## src/rtl/regfile_pkg.sv

```systemverilog
// Shared types and helpers for the multi-port register file.
package regfile_pkg;

  typedef enum logic [0:0] {
    CLR_IDLE,
    CLR_RUN
  } clr_state_e;

  // Reset and clear value of register idx.
  function automatic int unsigned rst_val(int unsigned idx, int unsigned even_v,
                                          int unsigned odd_v);
    return idx[0] ? odd_v : even_v;
  endfunction

  // Low bit of element idx in a packed array of w-bit elements.
  function automatic int unsigned slice_lo(int unsigned idx, int unsigned w);
    return idx * w;
  endfunction

  function automatic logic addr_ok(int unsigned addr, int unsigned depth);
    return addr < depth;
  endfunction

endpackage

```

## src/rtl/regfile_mp_if.sv

```systemverilog
// Read, write and clear signals of the multi-port register file.
interface regfile_mp_if #(
  parameter int unsigned NUM_RD = 2,
  parameter int unsigned NUM_WR = 1,
  parameter int unsigned ADDR_W = 2,
  parameter int unsigned DATA_W = 8
) ();

  logic [NUM_RD-1:0]        rd_en;
  logic [NUM_RD*ADDR_W-1:0] rd_addr;
  logic [NUM_RD*DATA_W-1:0] rd_data;
  logic [NUM_WR-1:0]        wr_en;
  logic [NUM_WR*ADDR_W-1:0] wr_addr;
  logic [NUM_WR*DATA_W-1:0] wr_data;
  logic                     clr_req;
  logic                     clr_busy;
  logic                     wr_conflict;

  modport master (
    output rd_en, rd_addr, wr_en, wr_addr, wr_data, clr_req,
    input  rd_data, clr_busy, wr_conflict
  );

  modport slave (
    input  rd_en, rd_addr, wr_en, wr_addr, wr_data, clr_req,
    output rd_data, clr_busy, wr_conflict
  );

endinterface

```

## src/rtl/regfile_wr_arb.sv

```systemverilog
// Per-address write select (highest-index port wins) and collision detect.
module regfile_wr_arb
  import regfile_pkg::*;
#(
  parameter int unsigned DATA_W  = 8,
  parameter int unsigned DEPTH   = 4,
  parameter int unsigned NUM_WR  = 1,
  parameter int unsigned ADDR_W  = 2,
  parameter int unsigned ZERO_R0 = 0
) (
  input  logic [NUM_WR-1:0]        wr_en_i,
  input  logic [NUM_WR*ADDR_W-1:0] wr_addr_i,
  input  logic [NUM_WR*DATA_W-1:0] wr_data_i,
  output logic [DEPTH-1:0]         we_o,
  output logic [DEPTH*DATA_W-1:0]  wd_o,
  output logic                     conflict_o
);

  always_comb begin
    logic [ADDR_W-1:0] addr;
    addr       = '0;
    we_o       = '0;
    wd_o       = '0;
    conflict_o = 1'b0;
    // Ascending scan so a later port overwrites an earlier one.
    for (int unsigned j = 0; j < NUM_WR; j++) begin
      addr = wr_addr_i[slice_lo(j, ADDR_W) +: ADDR_W];
      if (wr_en_i[j] && addr_ok(32'(addr), DEPTH) && !(ZERO_R0 != 0 && addr == '0)) begin
        if (we_o[addr]) begin
          conflict_o = 1'b1;
        end
        we_o[addr] = 1'b1;
        wd_o[slice_lo(32'(addr), DATA_W) +: DATA_W] = wr_data_i[slice_lo(j, DATA_W) +: DATA_W];
      end
    end
  end

endmodule

```

## src/rtl/regfile_mp.sv

```systemverilog
// Parameterised multi-port register file with write bypass, optional zero
// register and a sequenced bulk-clear engine.
module regfile_mp
  import regfile_pkg::*;
#(
  parameter int unsigned DATA_W   = 8,
  parameter int unsigned DEPTH    = 4,
  parameter int unsigned NUM_RD   = 2,
  parameter int unsigned NUM_WR   = 1,
  parameter int unsigned ADDR_W   = $clog2(DEPTH),
  parameter int unsigned BYPASS   = 1,
  parameter int unsigned ZERO_R0  = 0,
  parameter int unsigned RST_EVEN = 0,
  parameter int unsigned RST_ODD  = 5
) (
  input logic         clk,
  input logic         rst_n,
  regfile_mp_if.slave bus
);

  logic [DATA_W-1:0]        regs_q [DEPTH];
  clr_state_e               state_q, state_d;
  logic [ADDR_W-1:0]        cnt_q, cnt_d;
  logic                     clr_busy;
  logic                     clr_we;
  logic [NUM_WR-1:0]        wr_en_gated;
  logic [DEPTH-1:0]         arb_we;
  logic [DEPTH*DATA_W-1:0]  arb_wd;
  logic                     arb_conflict;
  logic                     wr_conflict_q;
  logic [NUM_RD*DATA_W-1:0] rd_data_q, rd_data_d;

  function automatic logic [DATA_W-1:0] init_of(int unsigned k);
    if (ZERO_R0 != 0 && k == 0) begin
      return '0;
    end
    return DATA_W'(rst_val(k, RST_EVEN, RST_ODD));
  endfunction

  // Port writes are suppressed while the clear engine owns the array.
  assign wr_en_gated = clr_busy ? '0 : bus.wr_en;

  regfile_wr_arb #(
    .DATA_W  (DATA_W),
    .DEPTH   (DEPTH),
    .NUM_WR  (NUM_WR),
    .ADDR_W  (ADDR_W),
    .ZERO_R0 (ZERO_R0)
  ) u_wr_arb (
    .wr_en_i    (wr_en_gated),
    .wr_addr_i  (bus.wr_addr),
    .wr_data_i  (bus.wr_data),
    .we_o       (arb_we),
    .wd_o       (arb_wd),
    .conflict_o (arb_conflict)
  );

  // Clear FSM: state register.
  always_ff @(posedge clk or negedge rst_n) begin
    if (!rst_n) begin
      state_q <= CLR_IDLE;
      cnt_q   <= '0;
    end else begin
      state_q <= state_d;
      cnt_q   <= cnt_d;
    end
  end

  // Clear FSM: next state.
  always_comb begin
    state_d = state_q;
    cnt_d   = cnt_q;
    unique case (state_q)
      CLR_IDLE: begin
        cnt_d = '0;
        if (bus.clr_req) begin
          state_d = CLR_RUN;
        end
      end
      CLR_RUN: begin
        cnt_d = cnt_q + 1'b1;
        if (cnt_q == ADDR_W'(DEPTH - 1)) begin
          state_d = CLR_IDLE;
          cnt_d   = '0;
        end
      end
    endcase
  end

  // Clear FSM: outputs.
  always_comb begin
    clr_busy = (state_q == CLR_RUN);
    clr_we   = (state_q == CLR_RUN);
  end

  always_ff @(posedge clk or negedge rst_n) begin
    if (!rst_n) begin
      for (int unsigned k = 0; k < DEPTH; k++) begin
        regs_q[k] <= init_of(k);
      end
    end else if (clr_we) begin
      regs_q[cnt_q] <= init_of(32'(cnt_q));
    end else begin
      for (int unsigned k = 0; k < DEPTH; k++) begin
        if (arb_we[k]) begin
          regs_q[k] <= arb_wd[slice_lo(k, DATA_W) +: DATA_W];
        end
      end
    end
  end

  always_comb begin
    logic [ADDR_W-1:0] ra;
    logic [DATA_W-1:0] val;
    ra        = '0;
    val       = '0;
    rd_data_d = rd_data_q;
    for (int unsigned i = 0; i < NUM_RD; i++) begin
      ra = bus.rd_addr[slice_lo(i, ADDR_W) +: ADDR_W];
      if (!addr_ok(32'(ra), DEPTH) || (ZERO_R0 != 0 && ra == '0)) begin
        val = '0;
      end else if (BYPASS != 0 && arb_we[ra]) begin
        // arb_we is all-zero during a clear, so bypass never applies then.
        val = arb_wd[slice_lo(32'(ra), DATA_W) +: DATA_W];
      end else begin
        val = regs_q[ra];
      end
      if (bus.rd_en[i]) begin
        rd_data_d[slice_lo(i, DATA_W) +: DATA_W] = val;
      end
    end
  end

  always_ff @(posedge clk or negedge rst_n) begin
    if (!rst_n) begin
      rd_data_q     <= '0;
      wr_conflict_q <= 1'b0;
    end else begin
      rd_data_q     <= rd_data_d;
      wr_conflict_q <= arb_conflict;
    end
  end

  assign bus.rd_data     = rd_data_q;
  assign bus.clr_busy    = clr_busy;
  assign bus.wr_conflict = wr_conflict_q;

endmodule

```

## src/flat_wrapper.sv

```systemverilog
// flat-port wrapper written by rule: the top's interface ports become plain ports
module regfile_mp_flat import regfile_pkg::*;
#(
  parameter int unsigned DATA_W   = 8,
  parameter int unsigned DEPTH    = 4,
  parameter int unsigned NUM_RD   = 2,
  parameter int unsigned NUM_WR   = 1,
  parameter int unsigned ADDR_W   = $clog2(DEPTH),
  parameter int unsigned BYPASS   = 1,
  parameter int unsigned ZERO_R0  = 0,
  parameter int unsigned RST_EVEN = 0,
  parameter int unsigned RST_ODD  = 5
)
  (clk, rst_n, bus_rd_en, bus_rd_addr, bus_wr_en, bus_wr_addr, bus_wr_data, bus_clr_req, bus_rd_data, bus_clr_busy, bus_wr_conflict);
  regfile_mp_if #(.NUM_RD(NUM_RD), .NUM_WR(NUM_WR), .ADDR_W(ADDR_W), .DATA_W(DATA_W)) bus_i ();
  input logic clk;
  input logic rst_n;
  input wire logic [$bits(bus_i.rd_en)-1:0] bus_rd_en;
  input wire logic [$bits(bus_i.rd_addr)-1:0] bus_rd_addr;
  input wire logic [$bits(bus_i.wr_en)-1:0] bus_wr_en;
  input wire logic [$bits(bus_i.wr_addr)-1:0] bus_wr_addr;
  input wire logic [$bits(bus_i.wr_data)-1:0] bus_wr_data;
  input wire logic [$bits(bus_i.clr_req)-1:0] bus_clr_req;
  output wire logic [$bits(bus_i.rd_data)-1:0] bus_rd_data;
  output wire logic [$bits(bus_i.clr_busy)-1:0] bus_clr_busy;
  output wire logic [$bits(bus_i.wr_conflict)-1:0] bus_wr_conflict;
  assign bus_i.rd_en = bus_rd_en;
  assign bus_i.rd_addr = bus_rd_addr;
  assign bus_i.wr_en = bus_wr_en;
  assign bus_i.wr_addr = bus_wr_addr;
  assign bus_i.wr_data = bus_wr_data;
  assign bus_i.clr_req = bus_clr_req;
  assign bus_rd_data = bus_i.rd_data;
  assign bus_clr_busy = bus_i.clr_busy;
  assign bus_wr_conflict = bus_i.wr_conflict;
  regfile_mp #(.DATA_W(DATA_W), .DEPTH(DEPTH), .NUM_RD(NUM_RD), .NUM_WR(NUM_WR), .ADDR_W(ADDR_W), .BYPASS(BYPASS), .ZERO_R0(ZERO_R0), .RST_EVEN(RST_EVEN), .RST_ODD(RST_ODD)) u_core (.clk(clk), .rst_n(rst_n), .bus(bus_i));
endmodule
```

## config.mk

```make
export PLATFORM = sky130hd
export DESIGN_NAME = regfile_mp_flat
export DESIGN_NICKNAME = d
export VERILOG_FILES = /design/src/rtl/regfile_pkg.sv /design/src/rtl/regfile_mp_if.sv /design/src/rtl/regfile_wr_arb.sv /design/src/rtl/regfile_mp.sv /design/src/flat_wrapper.sv
export SDC_FILE = /design/constraint.sdc
export NUM_CORES = 1
export LEC_CHECK = 0
export BUFFER_PORTS_ARGS = -buffer_cell sky130_fd_sc_hd__buf_2
export CORE_ASPECT_RATIO = 0.75
export CORE_MARGIN = 4
export CORE_UTILIZATION = 59
export CTS_CLUSTER_DIAMETER = 120
export DETAILED_ROUTE_END_ITERATION = 10
export PLACE_DENSITY = 0.8
export SYNTH_ARGS = -nofsm -noshare
export SYNTH_HDL_FRONTEND = slang
export SYNTH_HIERARCHICAL = 1
export SYNTH_SLANG_ARGS = --single-unit
```

## constraint.sdc

```tcl
create_clock -name clk -period 2.5 [get_ports clk]
set_input_delay 0.125 -clock clk [delete_from_list [all_inputs] [get_ports clk]]
set_output_delay 0.125 -clock clk [all_outputs]
set_load 0.01 [all_outputs]
```

[Word level (Yosys, flattened, before mapping)]
Index checks and enable logic that the tools add are counted.
W data, S select, Z words.
Word-level totals
  bits in registers: 52
  output and inout bits: 18
  word-level logic and storage cells: 70
Operators by class
  add/sub/neg operators: 2
  magnitude comparators: 8
  equal/unequal tests: 1
  shift-type cells: 4
  muxes and demuxes: 35
  bitwise operators: 5
  reduce and logical (&&, ||, !) cells: 6
Operators by type and width (number)
  $mux W8: 11
  $mux W32: 2
  $shiftx A32 B6 Y8: 2
  $neg A5 Y34: 1
  $shift A8 B34 Y32 const A: 1
  $shiftx A8 B34 Y32: 1
  $and A32 B32 Y32: 1
  $bmux W8 S2: 2
  $bwmux W32: 1
  $demux W8 S2: 1
  $ge A3 B3 Y1 const B: 3
  $lt A2 B3 Y1 const B: 3
  $mux W1: 9
  $not A2 Y3: 3
  $reduce_bool A2 Y1: 4
  $bmux W1 S2: 3
  $mux W4: 1
  $pmux W2 S2: 1
  $lt A3 B1 Y1 const B: 1
  $mux W3: 1
  $add A2 B1 Y2 const B: 1
  $demux W1 S2: 1
  $eq A2 B2 Y1 const B: 1
  $ge A2 B1 Y1 const B: 1
  4 further kinds: 5

[Logic depth before layout (Yosys ltp)]
  word-level depth: 8
  mapped depth: 10
  mapped depth without buffers: 7

[By module]
The synthesis kept the hierarchy.
Modules (own cells, without submodules)
  regfile_mp: times used 1, cells an instance 239, area each 2800.2 µm², seq. area each 1306.3 µm²
  regfile_wr_arb: times used 1, cells an instance 60, area each 401.6 µm², seq. area each 0.0 µm²

[Least setup slack after synthesis]
OpenSTA, ideal clock, no wires.
  kind: reg-to-reg
  from: reg u_core.state_q, in the netlist u_core/bus.clr_busy
  to: reg u_core.rd_data_q[15], in the netlist u_core/bus.rd_data[15]
  library setup time: 0.120 ns
  arrival: 2.141 ns
  required time: 2.380 ns
  path slack: 0.239 ns
  stages on the path, launching flop included: 10
  buffers on the path: 4
  path through: dfrtp_1 buf_4 buf_2 nor2b_1 clkbuf_1 and2_1 buf_6 mux2i_1 a22oi_1 a31o_2
Between the ends
  longest elaborated chain between the ends: 5
  elaborated cells between the ends (all ways): 7
  those cells by class: shift: 1; mux: 6
RTL lines
  start: declaration: line regfile_mp.sv:22  | clr_state_e state_q, state_d;
  start signal: assignment: line regfile_mp.sv:64  | state_q <= state_d;
  $mux W1: line regfile_mp.sv:41  | assign wr_en_gated = clr_busy ? '0 : bus.wr_en;
  net u_core.wr_en_gated: line regfile_mp.sv:26  | logic [NUM_WR-1:0] wr_en_gated;
  $mux W4: line regfile_wr_arb.sv:28  | if (wr_en_i[j] && addr_ok(32'(addr), DEPTH) && !(ZERO_R0 != 0 && addr == '0)) begin
  net u_core.arb_we[0]: line regfile_mp.sv:27  | logic [DEPTH-1:0] arb_we;
  $bmux W1 S2: line regfile_mp.sv:122  | end else if (BYPASS != 0 && arb_we[ra]) begin
  $mux W1 (not written as such): line regfile_mp.sv:122
  $mux W8: line regfile_mp.sv:122
  end signal: assignment: line regfile_mp.sv:139  | rd_data_q <= rd_data_d;
  end: declaration: line regfile_mp.sv:31  | logic [NUM_RD*DATA_W-1:0] rd_data_q, rd_data_d;
The timed path passes the listed nets, and every way through them passes these cells. The select of a mux whose other input is x is not followed.
A chain may end at the register's enable or synchronous reset.

[Worst setup path after layout]
  from: reg u_core.state_q, in the netlist u_core/bus.clr_busy
  to: reg u_core.rd_data_q[6], in the netlist u_core/bus.rd_data[6]
The elaborated chain is that of the path after synthesis.

==> results.md <==
* Status: finished clean
* Startpoint types: register
* Slew @ Worst Pin at between 600 and 700 ps
* R2R setup slack at 420 ps
* Die Ht at around 70 um
* Post-CTS Setup Inserts at 0
* Final wirelength at 7.76 mm
* Core Area at slightly above 5000 um2
* Pre-Repair DR Iteration Count at 5
* Yosys cell types at 34
* Cell Area, Synth at 3200 um2
* Net switching power at slightly below 0.8 mW
* Via Count at ~2500
* Post-synthesis area per instance at about 11 um2
* Max cap viols at 0
* Clock transition at path regs at 100 ps
* Antenna viol nets, final at 0
* Finished Layout Cells at 400
* Clock buffer depth at 2
* HP Start: bus_clr_req
* PortBufs at 37
* Initial Utilization at a little over three fifths
* Post-synth top area share at between 30% and 40%
* RSZ-0062 raised after global routing: no
* Nets at ~360
* Hold Crit Endpoint: u_core/bus.clr_busy
* Total die area at 6680 um2
* CTS tree: done
* R2R Path End: u_core/bus.rd_data[6]
* Final Core Density at around two thirds
* # placed instances at approximately 400
* Final setup vio count at 0
* CTS Sinks at 52
* Commonest non-fill, non-tap cell in the layout: dfrtp_1
* Critical Path Source: u_core/bus.clr_busy
* Iter 0 DRT Violations at around 200
* Post-route setup TNS at 0 ps
* Comb power frac at 33.1%
* HPWL after DPL at approximately 5.9 mm
* Clock Power Share at between 20% and 30%
* Per-cell routed wire length at around 19 um
* Crit path DAT at about 2300 ps
* WS Path Type: reg -> reg
* R2r startpoint: u_core/bus.clr_busy
* Largest stage delay, worst path at ~490 ps
* Cell Rows at 22
* Fmax at around 0.48 GHz
* Layout cells sized above 1 at 23.2%
* Io pins at 38
* DIE WIDTH at 93.1 um
* Hold WC Path Type: in -> reg
* R2R depth at 6
* Antenna cells at 0
* Dominant cells by area after synthesis: dfrtp_1 (38%), mux2i_1 (10%), a22oi_1 (7.5%)
* Worst path cell trace: nor2b_1, buf_4, and2_1, mux2i_1, a22oi_1, a31o_2
* Gr ovfl total at 0
* Num CTS Buffers at 5
* Routability congestion estimate at a little under 0.9
* Part of the power in registers at approximately 45%
* Root Buffer: clkbuf_8
* Crit path max fanout at 14
* YS warnings at 6
* Post-CTS resize count at 0
* Area Overhead vs Synth at 8.32%
* Pin count of the biggest net entering global routing at 31
* CP Capture Type: register
* Switching share of power at about a third
* Synthesis-stage register bit count at 52
* Pint at 1.51 mW
* Min cycle time layout at around 2100 ps
* Register area share after synthesis at around two fifths
* Clk_lat worst skew at ~310 ps
* Final worst path period share at 83.2%
* Final Hold Fails at 0
* Lkg Pwr at around 1.5 nW
* H-Tree Level Count at 2
* DR vias/cell at 6.22
* Slew margin rel. at a little under three fifths
* GRT Util Overall at 23.8%
* Commonest non-fill, non-tap cells in the layout: dfrtp_1 (48), buf_2 (37), mux2i_1 (33), a22oi_1 (32), nor2b_1 (22)
* Max Slew Vio Count at 0
* DRC at 0
* Clk_skew at about 9.6 ps
* Cells after Synth at around 300
* Slowest stage cell on the critical path: and2_1
* Pwr per Cell Area at 663 nW/um2
* Wire length of the first global-routing pass at between 10 and 15 mm
* Initial antenna violation count at 0
* Number of global-route vias before repair at between 2000 and 2500
* Post-Syn Nets at about 330
* Cts hold-fix bufs at 1
* Peak supply drop at 0.000494 V
* Hold Path Depth at 3
* Crit path required time at about 2700 ps
* Largest area contributor in the synthesized netlist: dfrtp_1
synthesized netlist by cell type:
cell type  instances
ha_1              10
dfrtp_1           48
nor2b_1           22
buf_6              5
buf_4              4
a21oi_2            2
nor3b_1            1
and2b_1            2
conb_1             1
and2_0             1
o22a_1             4
a21oi_4            2
nand3b_1          11
clkbuf_2           8
and4bb_2           1
nor4bb_1           1
and2_1            15
a221o_1            4
buf_2              1
a22oi_1           32
clkbuf_1           3
dfstp_2            4
nand2b_1           2
a31o_2            16
o22ai_1            3
and3_1            18
nor2b_2            2
o21ai_0            3
mux2i_1           33
nand2_1            7
nor2_1             9
inv_1              5
a22o_1            18
and3b_2            1
worst max path at each step:
stage | endpoint | depth (start not counted)
after floorplan | u_core/bus.rd_data[15] | 9
after global placement | u_core/bus.rd_data[13] | 8
after detailed placement | u_core/bus.rd_data[13] | 8
after CTS | u_core/bus.rd_data[15] | 6
after global routing | u_core/bus.rd_data[7] | 6
final | u_core/bus.rd_data[6] | 6
per-layer routing:
metal / up-vias / routed length [um] / global-route usage (%)
li1: 1169 / - / -
met1: 1195 / 3710 / 37.0
met2: 115 / 3330 / 34.2
met3: 10 / 608 / 5.14
met4: 0 / 112 / 4.72
met5: - / 0 / 0
power by group through the flow:
stage / registers (mW) / logic (mW) / clock network (mW)
CTS: 1.03 / 0.753 / 0.510
detailed placement: 1.05 / 0.749 / 0
finish: 1.03 / 0.761 / 0.508
floorplan: 1.06 / 0.529 / 0
global placement: 1.04 / 0.731 / 0
global route: 1.05 / 0.824 / 0.545
flip-flops by register name, summed over array words and instances, names as in the netlist:
| signal | cells |
|---|---|
| u_core/regs_q | 32 |
| u_core/bus.rd_data | 16 |
| u_core/cnt_q | 2 |
| u_core/bus.clr_busy | 1 |
| u_core/bus.wr_conflict | 1 |
through the flow:
stage / hold slack, ps / power [mW] / setup WS [ps] / area, um2
floorplan: -171 / 1.59 / 239 / 3200
global placement: 187 / 1.77 / 422 / 3360
detailed placement: 179 / 1.79 / 372 / 3360
CTS: 67.3 / 2.30 / 446 / 3470
global route: 78.5 / 2.42 / 313 / 3470
finish: 57.5 / 2.30 / 420 / 3470
area by class of cell:
cell class / count / area, um2
multi-input combinational: 221 / 1730
fill: 390 / 1600
sequential: 52 / 1310
timing repair buffer: 42 / 225
tap: 72 / 90.1
clock buffer: 7 / 86.3
inverter: 5 / 18.8
clock inverter: 1 / 7.51
cell families after synthesis:
group / after synthesis / synth area share [%]
adder cells (fa/ha/maj): 10 / 3.91
AND/OR/NAND/NOR: 93 / 18.1
other: 1 / 0.117
AO/OA/AOI/OAI: 84 / 21.8
flip-flops: 52 / 40.8
multiplexers: 33 / 10.3
buffers and inverters: 26 / 5.04
worst max-delay path, delay by kind of cell (launching register included):
kind                   cells  cell delay (ps)
AOI/OAI and AO/OA          2              430
buffers and inverters      1              180
DFF                        1              390
and+or+nand+nor            2              590
muxes                      1              380
Note: power is estimated with default switching activity, not from simulation.
